<file path="src/rtl/hazard_scoreboard_if.sv">
// ID-stage hazard scoreboard bus: decoded instruction fields into the scoreboard,
// pipeline control, busy bitmap and stall statistics back out.
interface hazard_scoreboard_if #(
  parameter int REG_ADDR_W = 5,
  parameter int MAX_LAT    = 4,
  parameter int LAT_W      = $clog2(MAX_LAT + 1),
  parameter int CNT_W      = 16
);
  logic                       IDValid_i;
  logic                       Flush_i;
  logic [REG_ADDR_W-1:0]      RS1addr_i;
  logic [REG_ADDR_W-1:0]      RS2addr_i;
  logic                       RS1use_i;
  logic                       RS2use_i;
  logic [REG_ADDR_W-1:0]      Rd_i;
  logic                       RegWrite_i;
  logic [LAT_W-1:0]           Lat_i;
  logic                       PCWrite_o;
  logic                       Stall_o;
  logic                       NoOp_o;
  logic [2**REG_ADDR_W-1:0]   Busy_o;
  logic [CNT_W-1:0]           StallCnt_o;

  modport master (
    output IDValid_i, Flush_i, RS1addr_i, RS2addr_i, RS1use_i, RS2use_i,
           Rd_i, RegWrite_i, Lat_i,
    input  PCWrite_o, Stall_o, NoOp_o, Busy_o, StallCnt_o
  );

  modport slave (
    input  IDValid_i, Flush_i, RS1addr_i, RS2addr_i, RS1use_i, RS2use_i,
           Rd_i, RegWrite_i, Lat_i,
    output PCWrite_o, Stall_o, NoOp_o, Busy_o, StallCnt_o
  );
endinterface

</file>
<file path="src/rtl/hazard_scoreboard.sv">
// Per-register countdown scoreboard for the ID stage: stalls on RAW/WAW against
// in-flight multi-cycle producers and counts stall cycles.
module hazard_scoreboard #(
  parameter int REG_ADDR_W = 5,
  parameter int MAX_LAT    = 4,
  parameter int LAT_W      = $clog2(MAX_LAT + 1),
  parameter int CNT_W      = 16
) (
  input logic                clk_i,
  input logic                rst_i,
  hazard_scoreboard_if.slave bus
);
  localparam int              NREG      = 2**REG_ADDR_W;
  localparam logic [LAT_W-1:0] MAX_LAT_V = LAT_W'(MAX_LAT);

  logic [LAT_W-1:0] cnt [NREG];
  logic [LAT_W-1:0] lat_clamped;
  logic             raw, waw, hazard, issue, record;
  logic [CNT_W-1:0] stall_cnt;

  // NOTE: every signal gets a value on every path so no latch is inferred.
  always_comb begin
    lat_clamped = (bus.Lat_i > MAX_LAT_V) ? MAX_LAT_V : bus.Lat_i;
    raw = (bus.RS1use_i && (bus.RS1addr_i != '0) && (cnt[bus.RS1addr_i] != '0)) ||
          (bus.RS2use_i && (bus.RS2addr_i != '0) && (cnt[bus.RS2addr_i] != '0));
    // A younger writer may only issue once the older one retires no later than it.
    waw = bus.RegWrite_i && (bus.Rd_i != '0) && (cnt[bus.Rd_i] > lat_clamped);
    hazard = bus.IDValid_i && !bus.Flush_i && (raw || waw);
    issue  = bus.IDValid_i && !bus.Flush_i && !hazard;
    record = issue && bus.RegWrite_i && (bus.Rd_i != '0);
  end

  // NOTE: state uses non-blocking assignments so all entries update from pre-edge values.
  always_ff @(posedge clk_i) begin
    if (rst_i) begin
      // NOTE: the counter array is reset because stale countdowns would cause false stalls.
      for (int r = 0; r < NREG; r++) cnt[r] <= '0;
    end else begin
      for (int r = 0; r < NREG; r++) begin
        if (record && (bus.Rd_i == REG_ADDR_W'(r))) begin
          cnt[r] <= lat_clamped;
        end else if (cnt[r] != '0) begin
          cnt[r] <= cnt[r] - 1'b1;
        end
      end
    end
  end

  always_ff @(posedge clk_i) begin
    if (rst_i) begin
      stall_cnt <= '0;
    end else if (hazard && (stall_cnt != '1)) begin
      stall_cnt <= stall_cnt + 1'b1;
    end
  end

  always_comb begin
    bus.PCWrite_o  = !hazard;
    bus.Stall_o    = hazard;
    bus.NoOp_o     = hazard;
    bus.Busy_o     = '0;
    bus.StallCnt_o = stall_cnt;
    if (rst_i) begin
      bus.PCWrite_o = 1'b0;
      bus.Stall_o   = 1'b1;
      bus.NoOp_o    = 1'b1;
    end else begin
      for (int r = 1; r < NREG; r++) bus.Busy_o[r] = (cnt[r] != '0);
    end
  end
endmodule

</file>
<file path="src/flat_wrapper.sv">
// flat-port wrapper written by rule: the top's interface ports become plain ports
module hazard_scoreboard_flat 
#(
  parameter int REG_ADDR_W = 5,
  parameter int MAX_LAT    = 4,
  parameter int LAT_W      = $clog2(MAX_LAT + 1),
  parameter int CNT_W      = 16
)
  (clk_i, rst_i, bus_IDValid_i, bus_Flush_i, bus_RS1addr_i, bus_RS2addr_i, bus_RS1use_i, bus_RS2use_i, bus_Rd_i, bus_RegWrite_i, bus_Lat_i, bus_PCWrite_o, bus_Stall_o, bus_NoOp_o, bus_Busy_o, bus_StallCnt_o);
  hazard_scoreboard_if #(.REG_ADDR_W(REG_ADDR_W), .MAX_LAT(MAX_LAT), .LAT_W(LAT_W), .CNT_W(CNT_W)) bus_i ();
  input logic clk_i;
  input logic rst_i;
  input wire logic [$bits(bus_i.IDValid_i)-1:0] bus_IDValid_i;
  input wire logic [$bits(bus_i.Flush_i)-1:0] bus_Flush_i;
  input wire logic [$bits(bus_i.RS1addr_i)-1:0] bus_RS1addr_i;
  input wire logic [$bits(bus_i.RS2addr_i)-1:0] bus_RS2addr_i;
  input wire logic [$bits(bus_i.RS1use_i)-1:0] bus_RS1use_i;
  input wire logic [$bits(bus_i.RS2use_i)-1:0] bus_RS2use_i;
  input wire logic [$bits(bus_i.Rd_i)-1:0] bus_Rd_i;
  input wire logic [$bits(bus_i.RegWrite_i)-1:0] bus_RegWrite_i;
  input wire logic [$bits(bus_i.Lat_i)-1:0] bus_Lat_i;
  output wire logic [$bits(bus_i.PCWrite_o)-1:0] bus_PCWrite_o;
  output wire logic [$bits(bus_i.Stall_o)-1:0] bus_Stall_o;
  output wire logic [$bits(bus_i.NoOp_o)-1:0] bus_NoOp_o;
  output wire logic [$bits(bus_i.Busy_o)-1:0] bus_Busy_o;
  output wire logic [$bits(bus_i.StallCnt_o)-1:0] bus_StallCnt_o;
  assign bus_i.IDValid_i = bus_IDValid_i;
  assign bus_i.Flush_i = bus_Flush_i;
  assign bus_i.RS1addr_i = bus_RS1addr_i;
  assign bus_i.RS2addr_i = bus_RS2addr_i;
  assign bus_i.RS1use_i = bus_RS1use_i;
  assign bus_i.RS2use_i = bus_RS2use_i;
  assign bus_i.Rd_i = bus_Rd_i;
  assign bus_i.RegWrite_i = bus_RegWrite_i;
  assign bus_i.Lat_i = bus_Lat_i;
  assign bus_PCWrite_o = bus_i.PCWrite_o;
  assign bus_Stall_o = bus_i.Stall_o;
  assign bus_NoOp_o = bus_i.NoOp_o;
  assign bus_Busy_o = bus_i.Busy_o;
  assign bus_StallCnt_o = bus_i.StallCnt_o;
  hazard_scoreboard #(.REG_ADDR_W(REG_ADDR_W), .MAX_LAT(MAX_LAT), .LAT_W(LAT_W), .CNT_W(CNT_W)) u_core (.clk_i(clk_i), .rst_i(rst_i), .bus(bus_i));
endmodule
</file>
<file path="config.mk">
export PLATFORM = sky130hd
export DESIGN_NAME = hazard_scoreboard_flat
export DESIGN_NICKNAME = d
export VERILOG_FILES = /design/src/rtl/hazard_scoreboard_if.sv /design/src/rtl/hazard_scoreboard.sv /design/src/flat_wrapper.sv
export SDC_FILE = /design/constraint.sdc
export NUM_CORES = 1
export LEC_CHECK = 0
export BUFFER_PORTS_ARGS = -buffer_cell sky130_fd_sc_hd__buf_2
export CAP_MARGIN = 20
export CORE_AREA = 3 3 125 158
export DETAILED_ROUTE_END_ITERATION = 10
export DIE_AREA = 0 0 128 161
export PLACE_DENSITY = 0.78
export SKIP_LAST_GASP = 1
export SYNTH_ARGS = -nofsm -noshare
export SYNTH_HDL_FRONTEND = slang
export SYNTH_SLANG_ARGS = --single-unit
export TNS_END_PERCENT = 20
</file>
<file path="constraint.sdc">
create_clock -name clk_i -period 7.8 [get_ports clk_i]
set_input_delay 1.56 -clock clk_i [delete_from_list [all_inputs] [get_ports clk_i]]
set_output_delay 1.56 -clock clk_i [all_outputs]
set_load 0.01 [all_outputs]
</file>
==> out/results.ini <==
[run_status]
status = completed

[synthesis]
yosys.area.top_type = edfxtp_1
synth_area_leaders = edfxtp_1 (32%), ha_1 (9.3%), mux4_2 (9.1%), mux2i_1 (6.9%), inv_1 (4.5%)
async_reset_ff_share_pct = 0
ys_seq_elements = 112
syn_inst = 894
syn_area_sq_mm = 0.00914
syn_avg_cell_area_sq_um = 10.2
synth_top_cell_area_share_pct = 31.5
ys_warn_count = 0
syn_nets = 987
synth_edf_count = 96
synth-main-ff-cell = edfxtp_1
ys_seq_area_share_pct = 35.0
synth.distinct_cells = 70

[critical_path]
end_kind = primary output
path_max_fanout = 29
arrival_ns = 5.52
critPathMaxStageDelay_ns = 0.63
required_ns = 6.24
cp_num_buf_inv = 3
crit_family = multiplexers
worstPathCellList = buf_2 -> mux4_2 -> mux4_2 -> mux2_2 -> ha_1 -> a21o_1 -> a21oi_1 -> a311oi_1 -> a211oi_4 -> and2_1 -> o21ai_0 -> inv_1 -> buf_2
path_class = input pin to primary output
cpMaxStageDelayCell = a311oi_1
startpoint_type = input pin

[grt]
grt.total_usage_pct = 25.6
grt_pass1_wl_mm = 41.5
globalRoute.totalOverflow = 0
grt_max_degree = 74
antenna_found_initial = 2
grt_pass1_vias = 7602

[sta]
skew_ns = 0.00816
setup_violations = 0
hold_viol = 0
period_needed_ns = 7.08
fin_ws_ns = 0.716
finalMaxSlewViolations = 0
tns_ns = 0
grt_setup_unrepaired = no
maxSlewHeadroom_pct = 33.2
timing.final.crit_share_pct = 90.8
tightest_slew_ns = 1.00
max_freq_mhz = 141

[pwr]
power_density_mw_per_mm2 = 336
ir_drop_mv = 0.126
p_clk_share_pct = 13.2
p_comb_share_pct = 47.5
p_leak_nw = 4.05
power.internal_mw = 1.96
p_sw_mw = 1.35
switching_share_pct = 40.7
pwr-share-seq_pct = 39.4
finalPower_mw = 3.31

[placement]
hpwl_mm = 18.9
placedInstanceArea_sq_mm = 0.00957
gp_congestion = 0.997
portBuffers = 74
dpl_worst_slack_ns = 0.737

[clock_tree]
ctsHtreeMaxLevel = 3
root_buffer = clkbuf_16
cts_setup_buffers = 0
cts_tree = yes
clock_sinks = 112
cts_made_buffers = 9
clk_path_buf_depth = 2
ctsHoldBuffers = 0
ctsResizeCount = 0
path_clk_slew_ns = 0.07
clk_latency_ns = 0.37

[die]
core_area_sq_mm = 0.0185
start_util_pct = 49.4
rows = 56
die_y_um = 161
die_w_um = 128
io_pins = 76
dieArea_sq_mm = 0.0206

[finish]
drive_above_1_share_pct = 21.9
finalInstanceArea_sq_mm = 0.00984
post-route-util_pct = 53.2
area_delta_synth_final_pct = 7.65
nets = 1015

[worst_hold_path]
hp-class = flip-flop to flip-flop

[run]
cap_violations = 0

[detailed_routing]
vias = 7637
ant_nets = 0
drc = 0
vias_per_cell = 6.58
routed_wl_mm = 26.1
avgRoutedWirePerCell_um = 22.5
dr.first_iter.drc_count = 815
firstDrtPassIters = 6

tightest hold or removal path: cells and delay by family, from the launching register on:
kind | cells | cell delay, ns
AO/OA/AOI/OAI | 2 | 0.13
flip-flops | 1 | 0.33
metal layers:
| metal | global-route usage (%) | vias up | share of wire [%] |
|---|---|---|---|
| li1 | - | 3397 | - |
| met1 | 31.4 | 3642 | 37 |
| met2 | 41.7 | 477 | 49 |
| met3 | 6.42 | 117 | 9.6 |
| met4 | 13.1 | 4 | 4.9 |
| met5 | 0 | - | 0.10 |
state kept, by name (all words and copies together), names as in the netlist:
signal,flops
u_core.cnt,96
u_core.bus.StallCnt_o,16
layout make-up:
| cell class | instances | area [sq um] |
|---|---|---|
| inverter | 110 | 413 |
| fill | 1653 | 8660 |
| clock inverter | 6 | 36.3 |
| multi-input combinational | 608 | 5240 |
| tap | 232 | 290 |
| sequential | 112 | 3200 |
| timing repair buffer | 81 | 425 |
| clock buffer | 10 | 229 |
| antenna | 1 | 2.50 |
final timing paths:
path,from,end,slack (ns),cells past startpoint
worst max-delay path,bus_Rd_i[1],bus_PCWrite_o,0.72,13
worst min-delay path,u_core.bus.StallCnt_o[15],u_core.bus.StallCnt_o[15],0.51,2
worst max register to register,u_core.cnt[24][1],u_core.bus.StallCnt_o[11],3.27,11
worst min register to register,u_core.bus.StallCnt_o[15],u_core.bus.StallCnt_o[15],0.51,2
power by group through the flow:
| stage | clock network (mW) | logic (mW) | registers [mW] |
|---|---|---|---|
| 2_1_floorplan | 0 | 1.22 | 1.15 |
| 6_report | 0.435 | 1.57 | 1.30 |
| 4_1_cts | 0.442 | 1.56 | 1.28 |
| 3_3_place_gp | 0 | 1.48 | 1.29 |
| 5_1_grt | 0.460 | 1.77 | 1.31 |
| 3_5_place_dp | 0 | 1.54 | 1.29 |
kinds of logic (layout without fill, tap and decap cells):
family	count (synthesis)	in the layout	synth area share (%)
compound gates	113	113	10.1
flops	112	112	35.0
fa+ha+maj	68	68	9.31
other cells	1	2	0.0410
simple gates	285	285	16.8
buf+inv	174	207	7.68
xor+xnor	3	3	0.288
mux	138	138	20.7
through the flow:
| stage | hold WS, ns | std cells |
|---|---|---|
| 2_1_floorplan | 0.515 | 894 |
| 3_5_place_dp | 0.495 | 1143 |
| 3_3_place_gp | 0.484 | 1143 |
| 5_1_grt | 0.572 | 1159 |
| 4_1_cts | 0.507 | 1159 |
| 6_report | 0.507 | 1160 |
synth_stat cells, types with 6 or more instances:
master    instances
a31o_2            6
nand3b_1          6
nand4_1           6
ha_1             68
buf_2            12
nand2b_1          9
mux2i_1          63
and3_1            6
or3_1            29
nor3_1           46
edfxtp_1         96
mux2_2           35
o21ai_0           9
dfxtp_1          16
nand3_1          23
inv_1           110
o31ai_2           7
a211oi_1         10
a21oi_1          10
o311ai_1          7
nor3_2            6
nand2_1          29
o31ai_1           8
nor4_1           15
nor2_1           77
mux4_2           37
nor2b_1          11
clkbuf_1         40
a31oi_1          11
cells in the final DEF, fill, tap and decap left out, drive strengths merged, types with 5 or more instances in the layout:
cell     instances
mux2i           63
edfxtp          96
nor4            17
or3             29
nor3            52
o21ai           11
nand2b           9
o311ai          11
o31ai           15
a2111oi          7
dfxtp           16
and3             6
nor4b            5
buf             81
inv            110
nand3b           6
clkbuf          10
a31oi           11
o211ai           5
nor2b           11
nand4            6
nand3           23
a211oi          13
a21oi           10
mux4            37
nor2            77
a31o             6
mux2            38
nand2           30
ha              68
Note: power is estimated with default switching activity, not from simulation.
